$ cat src/rtl/traffic_phase_scheduler.sv
// ---------------------------------------------------------------------------
// traffic_phase_scheduler
//
// Demand-actuated phase scheduler for a three-way junction with a main road
// (directions M1 and M2), a protected main-road turn (MT) and a side road (S).
//
// The controller rests in main green. Turn and side phases are served only
// when a latched request is pending. Side green is extended while a vehicle
// sits on the side stop line, up to a hard maximum. An emergency request
// walks the junction through the normal yellow and all-red clearance into a
// hold state with every approach red.
//
// Light encoding on every bus: red = 3'b100, yellow = 3'b010, green = 3'b001.
// The lights are a pure decode of the current state.
//
// Ports
//   clk             system clock
//   reset           asynchronous, active-low reset
//   req_mt          turn-lane detector; latches pend_mt
//   req_s           side-road detector; latches pend_s
//   side_presence   vehicle present on the side stop line (green extension)
//   emerg           emergency preempt request, level, synchronous to clk
//   light_M1        main direction 1 lights
//   light_M2        main direction 2 lights
//   light_MT        main turn lights
//   light_S         side road lights
//   phase           current state code (0..8)
//   pend_mt         turn request pending
//   pend_s          side request pending
//   preempt_active  high while holding in PREEMPT
// ---------------------------------------------------------------------------
module traffic_phase_scheduler #(
    parameter int T_MIN_MAIN = 7,  // minimum main-green cycles before serving a request
    parameter int T_TURN     = 5,  // turn-green cycles
    parameter int T_SIDE     = 3,  // minimum side-green cycles
    parameter int T_SIDE_MAX = 8,  // maximum side-green cycles including extension
    parameter int T_YEL      = 2,  // cycles in every yellow state
    parameter int T_ALLRED   = 1,  // all-red clearance cycles
    parameter int CW         = 4   // dwell counter width, holds max(T_*) - 1
) (
    input  logic       clk,
    input  logic       reset,
    input  logic       req_mt,
    input  logic       req_s,
    input  logic       side_presence,
    input  logic       emerg,
    output logic [2:0] light_M1,
    output logic [2:0] light_M2,
    output logic [2:0] light_MT,
    output logic [2:0] light_S,
    output logic [3:0] phase,
    output logic       pend_mt,
    output logic       pend_s,
    output logic       preempt_active
);

    typedef enum logic [3:0] {
        MAIN_GREEN = 4'd0,
        M2_YEL     = 4'd1,
        TURN_GREEN = 4'd2,
        TURN_YEL   = 4'd3,
        MAIN_YEL   = 4'd4,
        SIDE_GREEN = 4'd5,
        SIDE_YEL   = 4'd6,
        ALL_RED    = 4'd7,
        PREEMPT    = 4'd8
    } state_t;

    localparam logic [2:0] RED = 3'b100;
    localparam logic [2:0] YEL = 3'b010;
    localparam logic [2:0] GRN = 3'b001;

    // Last dwell-counter value of each timed state: a state of length T
    // lasts exactly T cycles, leaving on the cycle the counter reads T-1.
    localparam logic [CW-1:0] MAIN_LAST     = CW'(T_MIN_MAIN - 1);
    localparam logic [CW-1:0] TURN_LAST     = CW'(T_TURN - 1);
    localparam logic [CW-1:0] SIDE_MIN_LAST = CW'(T_SIDE - 1);
    localparam logic [CW-1:0] SIDE_MAX_LAST = CW'(T_SIDE_MAX - 1);
    localparam logic [CW-1:0] YEL_LAST      = CW'(T_YEL - 1);
    localparam logic [CW-1:0] ALLRED_LAST   = CW'(T_ALLRED - 1);

    state_t          state;
    state_t          state_next;
    state_t          next_after_red;
    state_t          after_next;
    logic [CW-1:0]   cnt;
    logic [CW-1:0]   cnt_next;
    logic            pend_mt_next;
    logic            pend_s_next;
    logic            state_change;

    // -----------------------------------------------------------------------
    // State register (plus dwell counter, all-red target and pending bits)
    // -----------------------------------------------------------------------
    always_ff @(posedge clk or negedge reset) begin
        if (!reset) begin
            // NOTE: sequential state uses <= so every flop samples the values
            // from before the edge, independent of statement order.
            state          <= ALL_RED;
            cnt            <= '0;
            next_after_red <= MAIN_GREEN;
            pend_mt        <= 1'b0;
            pend_s         <= 1'b0;
        end else begin
            state          <= state_next;
            cnt            <= cnt_next;
            next_after_red <= after_next;
            pend_mt        <= pend_mt_next;
            pend_s         <= pend_s_next;
        end
    end

    // -----------------------------------------------------------------------
    // Next-state logic
    // Yellow and all-red states only ever leave on their last dwell cycle, so
    // no input can shorten a clearance interval.
    // -----------------------------------------------------------------------
    always_comb begin
        // NOTE: defaults first, so no path through the case leaves a signal
        // unassigned (which would infer a latch).
        state_next = state;
        after_next = next_after_red;

        case (state)
            MAIN_GREEN: begin
                // Emergency abandons the minimum-green guarantee.
                if (emerg) begin
                    state_next = MAIN_YEL;
                end else if (cnt >= MAIN_LAST) begin
                    // Turn is served ahead of side; the side request stays
                    // latched and is picked up after the turn phase.
                    if (pend_mt) begin
                        state_next = M2_YEL;
                    end else if (pend_s) begin
                        state_next = MAIN_YEL;
                    end
                end
            end

            M2_YEL: begin
                // Only M2 clears for the turn; an emergency arriving now
                // diverts to clearing M1 as well.
                if (cnt == YEL_LAST) begin
                    state_next = emerg ? MAIN_YEL : TURN_GREEN;
                end
            end

            TURN_GREEN: begin
                if (emerg || cnt == TURN_LAST) begin
                    state_next = TURN_YEL;
                end
            end

            TURN_YEL: begin
                if (cnt == YEL_LAST) begin
                    state_next = ALL_RED;
                    if (emerg) begin
                        after_next = PREEMPT;
                    end else if (pend_s) begin
                        after_next = SIDE_GREEN;
                    end else begin
                        after_next = MAIN_GREEN;
                    end
                end
            end

            MAIN_YEL: begin
                if (cnt == YEL_LAST) begin
                    state_next = ALL_RED;
                    after_next = emerg ? PREEMPT : SIDE_GREEN;
                end
            end

            SIDE_GREEN: begin
                if (emerg) begin
                    state_next = SIDE_YEL;
                end else if (cnt >= SIDE_MIN_LAST &&
                             (!side_presence || cnt == SIDE_MAX_LAST)) begin
                    state_next = SIDE_YEL;
                end
            end

            SIDE_YEL: begin
                if (cnt == YEL_LAST) begin
                    state_next = ALL_RED;
                    after_next = emerg ? PREEMPT : MAIN_GREEN;
                end
            end

            ALL_RED: begin
                // A live emergency overrides whatever target was queued.
                if (cnt == ALLRED_LAST) begin
                    state_next = emerg ? PREEMPT : next_after_red;
                end
            end

            PREEMPT: begin
                if (!emerg) begin
                    state_next = ALL_RED;
                    after_next = MAIN_GREEN;
                end
            end

            default: begin
                // Corrupted state code: recover through a clearance interval.
                state_next = ALL_RED;
                after_next = MAIN_GREEN;
            end
        endcase
    end

    // -----------------------------------------------------------------------
    // Dwell counter and request latches
    // -----------------------------------------------------------------------
    assign state_change = (state_next != state);

    always_comb begin
        if (state_change) begin
            cnt_next = '0;
        end else if (state == MAIN_GREEN && cnt >= MAIN_LAST) begin
            // Main green is untimed; parking the counter at its threshold
            // keeps it from wrapping back under the minimum.
            cnt_next = cnt;
        end else begin
            cnt_next = cnt + CW'(1);
        end
    end

    // A request is consumed on entry to the green it asked for. If the
    // detector is still active on that same edge, the clear wins so a single
    // vehicle is not served twice.
    always_comb begin
        pend_mt_next = pend_mt | req_mt;
        pend_s_next  = pend_s | req_s;
        if (state_change && state_next == TURN_GREEN) begin
            pend_mt_next = 1'b0;
        end
        if (state_change && state_next == SIDE_GREEN) begin
            pend_s_next = 1'b0;
        end
    end

    // -----------------------------------------------------------------------
    // Output decode
    // Green never appears on a conflicting pair: MT is green only with M2 red,
    // and S is green only with every main movement red.
    // -----------------------------------------------------------------------
    always_comb begin
        light_M1       = RED;
        light_M2       = RED;
        light_MT       = RED;
        light_S        = RED;
        phase          = state;
        preempt_active = 1'b0;

        case (state)
            MAIN_GREEN: begin
                light_M1 = GRN;
                light_M2 = GRN;
            end
            M2_YEL: begin
                light_M1 = GRN;
                light_M2 = YEL;
            end
            TURN_GREEN: begin
                light_M1 = GRN;
                light_MT = GRN;
            end
            TURN_YEL: begin
                light_M1 = YEL;
                light_MT = YEL;
            end
            MAIN_YEL: begin
                light_M1 = YEL;
                light_M2 = YEL;
            end
            SIDE_GREEN: begin
                light_S = GRN;
            end
            SIDE_YEL: begin
                light_S = YEL;
            end
            PREEMPT: begin
                preempt_active = 1'b1;
            end
            default: begin
                // ALL_RED and any illegal code show all red.
            end
        endcase
    end

endmodule

$ cat config.mk
export PLATFORM = sky130hd
export DESIGN_NAME = traffic_phase_scheduler
export DESIGN_NICKNAME = d
export VERILOG_FILES = /design/src/rtl/traffic_phase_scheduler.sv
export SDC_FILE = /design/constraint.sdc
export NUM_CORES = 1
export LEC_CHECK = 0
export ABC_AREA = 1
export BUFFER_PORTS_ARGS = -buffer_cell sky130_fd_sc_hd__buf_2
export CAP_MARGIN = 5
export CORE_MARGIN = 2
export CORE_UTILIZATION = 40
export DETAILED_ROUTE_END_ITERATION = 10
export MAX_ROUTING_LAYER = met4
export PLACE_DENSITY = 0.59
export SYNTH_ARGS = -nofsm -noshare
export SYNTH_HDL_FRONTEND = slang
export SYNTH_SLANG_ARGS = --single-unit
$ cat constraint.sdc
create_clock -name clk -period 2 [get_ports clk]
set_input_delay 0.4 -clock clk [delete_from_list [all_inputs] [get_ports clk]]
set_output_delay 0.4 -clock clk [all_outputs]
set_load 0.005 [all_outputs]
== Yosys cells after proc, flatten, opt, wreduce, memory -nomap -nowiden ==
Index checks and enable logic that the tools add are counted.

* Register bits after elaboration: 14
* Input port bits: 6
* Output and inout bits: 19
* Word-level logic and storage cells: 77

* Add/subtract/negate cells: 1
* Order comparisons: 2
* Equal/unequal tests: 19
* Muxes and demuxes: 32
* Bitwise gates (word level): 3
* Reductions and logical operators: 15

{| class="wikitable"
|+ Operators with widths
! cell !! number
|-
| $mux 4 || 21
|-
| $eq 4x3->1 const B || 7
|-
| $pmux 4 s7 || 1
|-
| $pmux 3 s2 || 4
|-
| $pmux 4 s5 || 1
|-
| $eq 4x2->1 const B || 3
|-
| $ne 2x2->1 const B || 5
|-
| $eq 4x1->1 const B || 2
|-
| $logic_not 4->1 || 2
|-
| $mux 3 || 2
|-
| $reduce_or 3->1 || 2
|-
| $reduce_and 5->1 || 1
|-
| $reduce_or 5->1 || 1
|-
| $add 4x1->4 const B || 1
|-
| $eq 4x4->1 const B || 1
|-
| $ge 4x2->1 const B || 1
|-
| $ge 4x3->1 const B || 1
|-
| $logic_and 1x1->1 || 4
|-
| $ne 4x4->1 || 1
|-
| $reduce_or 2->1 || 2
|-
| $mux 1 || 3
|-
| $logic_or 1x1->1 || 2
|-
| $or 1x1->1 || 2
|-
| $logic_not 1->1 || 1
|-
| $not 1->1 || 1
|}

== Depth between registers and ports, before layout ==
* Depth after elaboration: 9
* Gate-level depth with buffers: 14
* Gate-level depth less buffers: 14

== Worst setup path before layout ==
No wires, ideal clock.

* Path type: flip-flop to flip-flop
* Start: register state[0], in the netlist phase[0]
* End: register pend_s
* Library setup time: 0.073 ns
* Arrival: 1.562 ns
* Data required time: 1.927 ns
* Path slack: 0.365 ns
* Cell stages (with the launch flop): 14
* Buffers on the path: 1
* Period minus slack after synthesis: 1.635 ns
* Path through: dfstp_2 buf_6 nor2_4 nand2_2 nand3_4 nand2_2 nand2_2 nor2_4 nand2_2 nand2_2 nand2_2 nor2_4 nand2_4 a21oi_2

* Word-level cells in the longest chain between the ends: 8
* Elaborated cells on any way between the ends: 26
* Classes of those cells: eq/ne: 10; mux: 13; reduce/logical: 3

{| class="wikitable"
|+ RTL lines
! what !! line !! text
|-
| start: declaration || 82 || <nowiki>state_t state;</nowiki>
|-
| start signal: assignment || 105 || <nowiki>state <= state_next;</nowiki>
|-
| $mux 4 || 134 || <nowiki>end else if (pend_s) begin</nowiki>
|-
| $mux 4 || 132 || <nowiki>if (pend_mt) begin</nowiki>
|-
| $mux 4 || 129 || <nowiki>end else if (cnt >= MAIN_LAST) begin</nowiki>
|-
| $mux 4 || 127 || <nowiki>if (emerg) begin</nowiki>
|-
| $pmux 4 s7 * || 124 || <nowiki>case (state)</nowiki>
|-
| named net state_next[0] || 83 || <nowiki>state_t state_next;</nowiki>
|-
| $ne 4x4->1 or $eq 4x3->1 (tied branches) || 215, 238 ||
|-
| $logic_and 1x1->1 * || 238 || <nowiki>if (state_change && state_next == SIDE_GREEN) begin</nowiki>
|-
| $mux 1 * || 238 ||
|-
| named net pend_s_next || 89 || <nowiki>logic pend_s_next;</nowiki>
|-
| end signal: assignment || 109 || <nowiki>pend_s <= pend_s_next;</nowiki>
|-
| end: declaration || 53 || <nowiki>output logic pend_s,</nowiki>
|}

Mark *: on every way through the listed nets, which the timed path passes. The rest lies on a longest branch.
A chain may end at the register's enable or synchronous reset.

== Worst setup path after layout ==
* Start: register state[2], in the netlist phase[2]
* End: output light_M1[1]

* Word-level cells in the longest chain between the ends: 3
* Elaborated cells on any way between the ends: 8
* Classes of those cells: eq/ne: 4; mux: 1; reduce/logical: 3

{| class="wikitable"
|+ RTL lines
! what !! line !! text
|-
| $eq 4x2->1 (tied with other cells) || 256 || <nowiki>case (state)</nowiki>
|-
| $reduce_or 3->1 (no line) or $reduce_or 2->1 (tied branches) || -- ||
|-
| $pmux 3 s2 * || 256 ||
|-
| end: declaration || 47 || <nowiki>output logic [2:0] light_M1,</nowiki>
|}

Every way passes the cells marked *; elsewhere a longest branch is shown, timed or not.

==> metrics.cfg <==
[outcome]
status = finished clean

[placement]
detailedPlacementHpwl_um = 2300
io_buffers = 24
dpl_cell_area_mm2 = 0.00128
gp_congestion = 0.909

[clocking]
clk_pin_slew_ns = 0.07
clockBufferDepth = 2
cts_tree = yes
cts_root_buffer = clkbuf_4
cts.htree.levels = 1
insertion_delay_ns = 0.27
numClockSinks = 12
cts_buffers = 3

[sta]
fmax_mhz = 540
drv_slew = 0
tns_ns = 0
whs_ns = 0.374
min_period_ns = 1.85
fin_skew_ns = 0.00145
hold_viol = 0
tightest_slew_ns = 0.367
rsz0062_at_grt = yes
finalCritPeriodShare_pct = 92.6
slew_headroom_pct = 75.4
finalSetupViolations = 0

[detailed_routing]
firstDrtPassIters = 4
totalWireLength_um = 2790
vias_per_cell = 5.17
wl_per_cell_um = 12.7
post-route-drc-count = 0
detail_route.iter0.violations = 46
routed-via-count = 1132
ant_nets = 0

[global_routing]
grt_overflow = 0
grt_first_pass_wirelength_um = 5000
antenna_found_initial = 0
grt_max_degree = 13
first_global_vias = 1166
grt_usage_pct = 19.9

[cells_and_area]
final_area_mm2 = 0.00135
syn2layout_area_growth_pct = 20.8
drive_gt1_share_pct = 45.2
n_antenna_cell = 0
utilization_pct = 49.7
num-nets-final = 199

[run]
cap_violations = 0

[floorplanning]
initial_core_util_pct = 41.1
die_y_um = 56.8
io-pin-count = 25
core_mm2 = 0.00271
dieArea_mm2 = 0.00323
rows = 19
die_x_um = 56.8

[synth]
ys_warn_count = 0
yosysSeqAreaShare_pct = 27.3
yosysUniqueCellTypes = 27
syn_area_mm2 = 0.00111
ys_ff_latch = 12
syn_inst = 156
syn_area_per_cell_um2 = 7.15
synth_nets = 166

[worst_setup_path]
required_ns = 1.60
reg2reg_depth = 13
crit_path_start = phase[2]
r2r_end = pend_s
worstReg2RegStart = cnt[1]
critPathLaunchType = flop
cp_max_fo = 6
crit_type = reg2out
arrival_ns = 1.45
critPathCaptureType = primary output
cp-endpoint = light_M1[1]
r2r_slack_ns = 0.16

[pwr]
pwr-share-seq_pct = 20.0
p_int_w = 0.00102
p_per_area_mw_per_mm2 = 1630
irDropWorstVdd_uv = 761
finalPower_w = 0.00219
p_sw_w = 0.00117
p_clk_share_pct = 7.2
p_sw_share_pct = 53.5
p_leak_nw = 0.741
p_comb_share_pct = 72.8

[hold_path]
hold_class = in2reg

worst max-delay path, cell delays in order, from the launching register on:
cell     delay (ns)
dfstp_2        0.63
inv_4          0.08
nor2_4         0.11
nand2_2        0.10
inv_1          0.08
nor2_1         0.04
inv_1          0.04
buf_2          0.10
cells by family (layout without fill, tap and decap cells):
family          after synthesis  count (layout)  synth area share (%)
fa+ha+maj                     4               4                  4.49
xor+xnor                      3               3                  2.36
simple gates                101             101                  49.4
buf+inv                      24              56                  8.75
flops                        12              12                  27.3
compound gates               12              12                  7.74
per-stage QoR:
stage                     setup WS, ns  std cells
final                            0.148        219
after global routing           -0.0132        219
after CTS                       0.0656        218
after detailed placement        0.0926        213
after global placement           0.114        213
after floorplan                  0.365        156
synthesized netlist by cell type, drive strengths merged:
cell | number | area [um2]
o31ai | 1 | 7.51
inv | 23 | 86.3
a21o | 1 | 7.51
ha | 4 | 50.1
nor2 | 30 | 180
dfstp | 3 | 78.8
nor4 | 1 | 6.26
nor3 | 3 | 15.0
xor2 | 3 | 26.3
a21oi | 6 | 41.3
dfrtp | 9 | 225
o211ai | 1 | 7.51
buf | 1 | 11.3
nand3 | 16 | 103
o21ai | 2 | 13.8
nand4 | 1 | 6.26
nand2 | 50 | 240
a22o | 1 | 8.76
area by class of cell:
class | instances | area (um2)
fill | 297 | 1360
multi-input combinational | 120 | 728
sequential | 12 | 304
timing repair buffer | 29 | 160
inverter | 23 | 88.8
tap | 31 | 38.8
clock buffer | 4 | 26.3
sequential cells by signal, indices dropped and copies added, names as in the netlist:
register	cells
phase	4
cnt	4
pend_s	1
next_after_red	2
pend_mt	1
per-layer routing:
layer	track usage, %	vias up	wire (um)
met3	1.61	12	153
met1	23.9	525	1190
met2	33.4	40	1330
met4	10.3	0	116
met5	-	-	0
li1	-	555	-
worst min path at each step:
| stage | startpoint | endpoint | slack [ns] | depth (start not counted) |
|---|---|---|---|---|
| after global placement | reset | pend_mt | 0.29 | 1 |
| after global routing | req_s | pend_s | 0.39 | 3 |
| after detailed placement | reset | cnt[2] | 0.30 | 1 |
| after floorplan | reset | cnt[0] | 0.10 | 0 |
| after CTS | req_mt | pend_mt | 0.37 | 3 |
| final | req_mt | pend_mt | 0.37 | 3 |
power by group through the flow:
| stage | Combinational [W] | Clock (W) | Sequential, W |
|---|---|---|---|
| final | 0.00159 | 0.000157 | 0.000439 |
| after global placement | 0.00156 | 0 | 0.000430 |
| after global routing | 0.00178 | 0.000174 | 0.000451 |
| after floorplan | 0.00118 | 0 | 0.000416 |
| after detailed placement | 0.00158 | 0 | 0.000436 |
| after CTS | 0.00159 | 0.000167 | 0.000431 |
what timing repair did:
item / CTS / global route
resized for setup: 0 / 5
hold endpoints to repair: 5 / 0
hold buffers: 1 / 0
setup endpoints to repair: 0 / 7
buffers inserted: 0 / 1
placed cells by master, fill, tap and decap left out, types with 3 or more instances in the layout:
cell type / netlist / final
nand2_1: 31 / 31
buf_2: 0 / 24
nand2_2: 18 / 18
inv_1: 17 / 16
nor2_1: 13 / 13
nand3_1: 13 / 13
nor2_2: 12 / 10
dfrtp_1: 9 / 9
nor2_4: 5 / 7
inv_2: 6 / 6
ha_1: 4 / 4
buf_4: 0 / 4
a21oi_2: 3 / 3
a21oi_1: 3 / 3
xor2_1: 3 / 3
clkbuf_4: 0 / 3
dfstp_2: 3 / 3
Note: power is estimated with default switching activity, not from simulation.
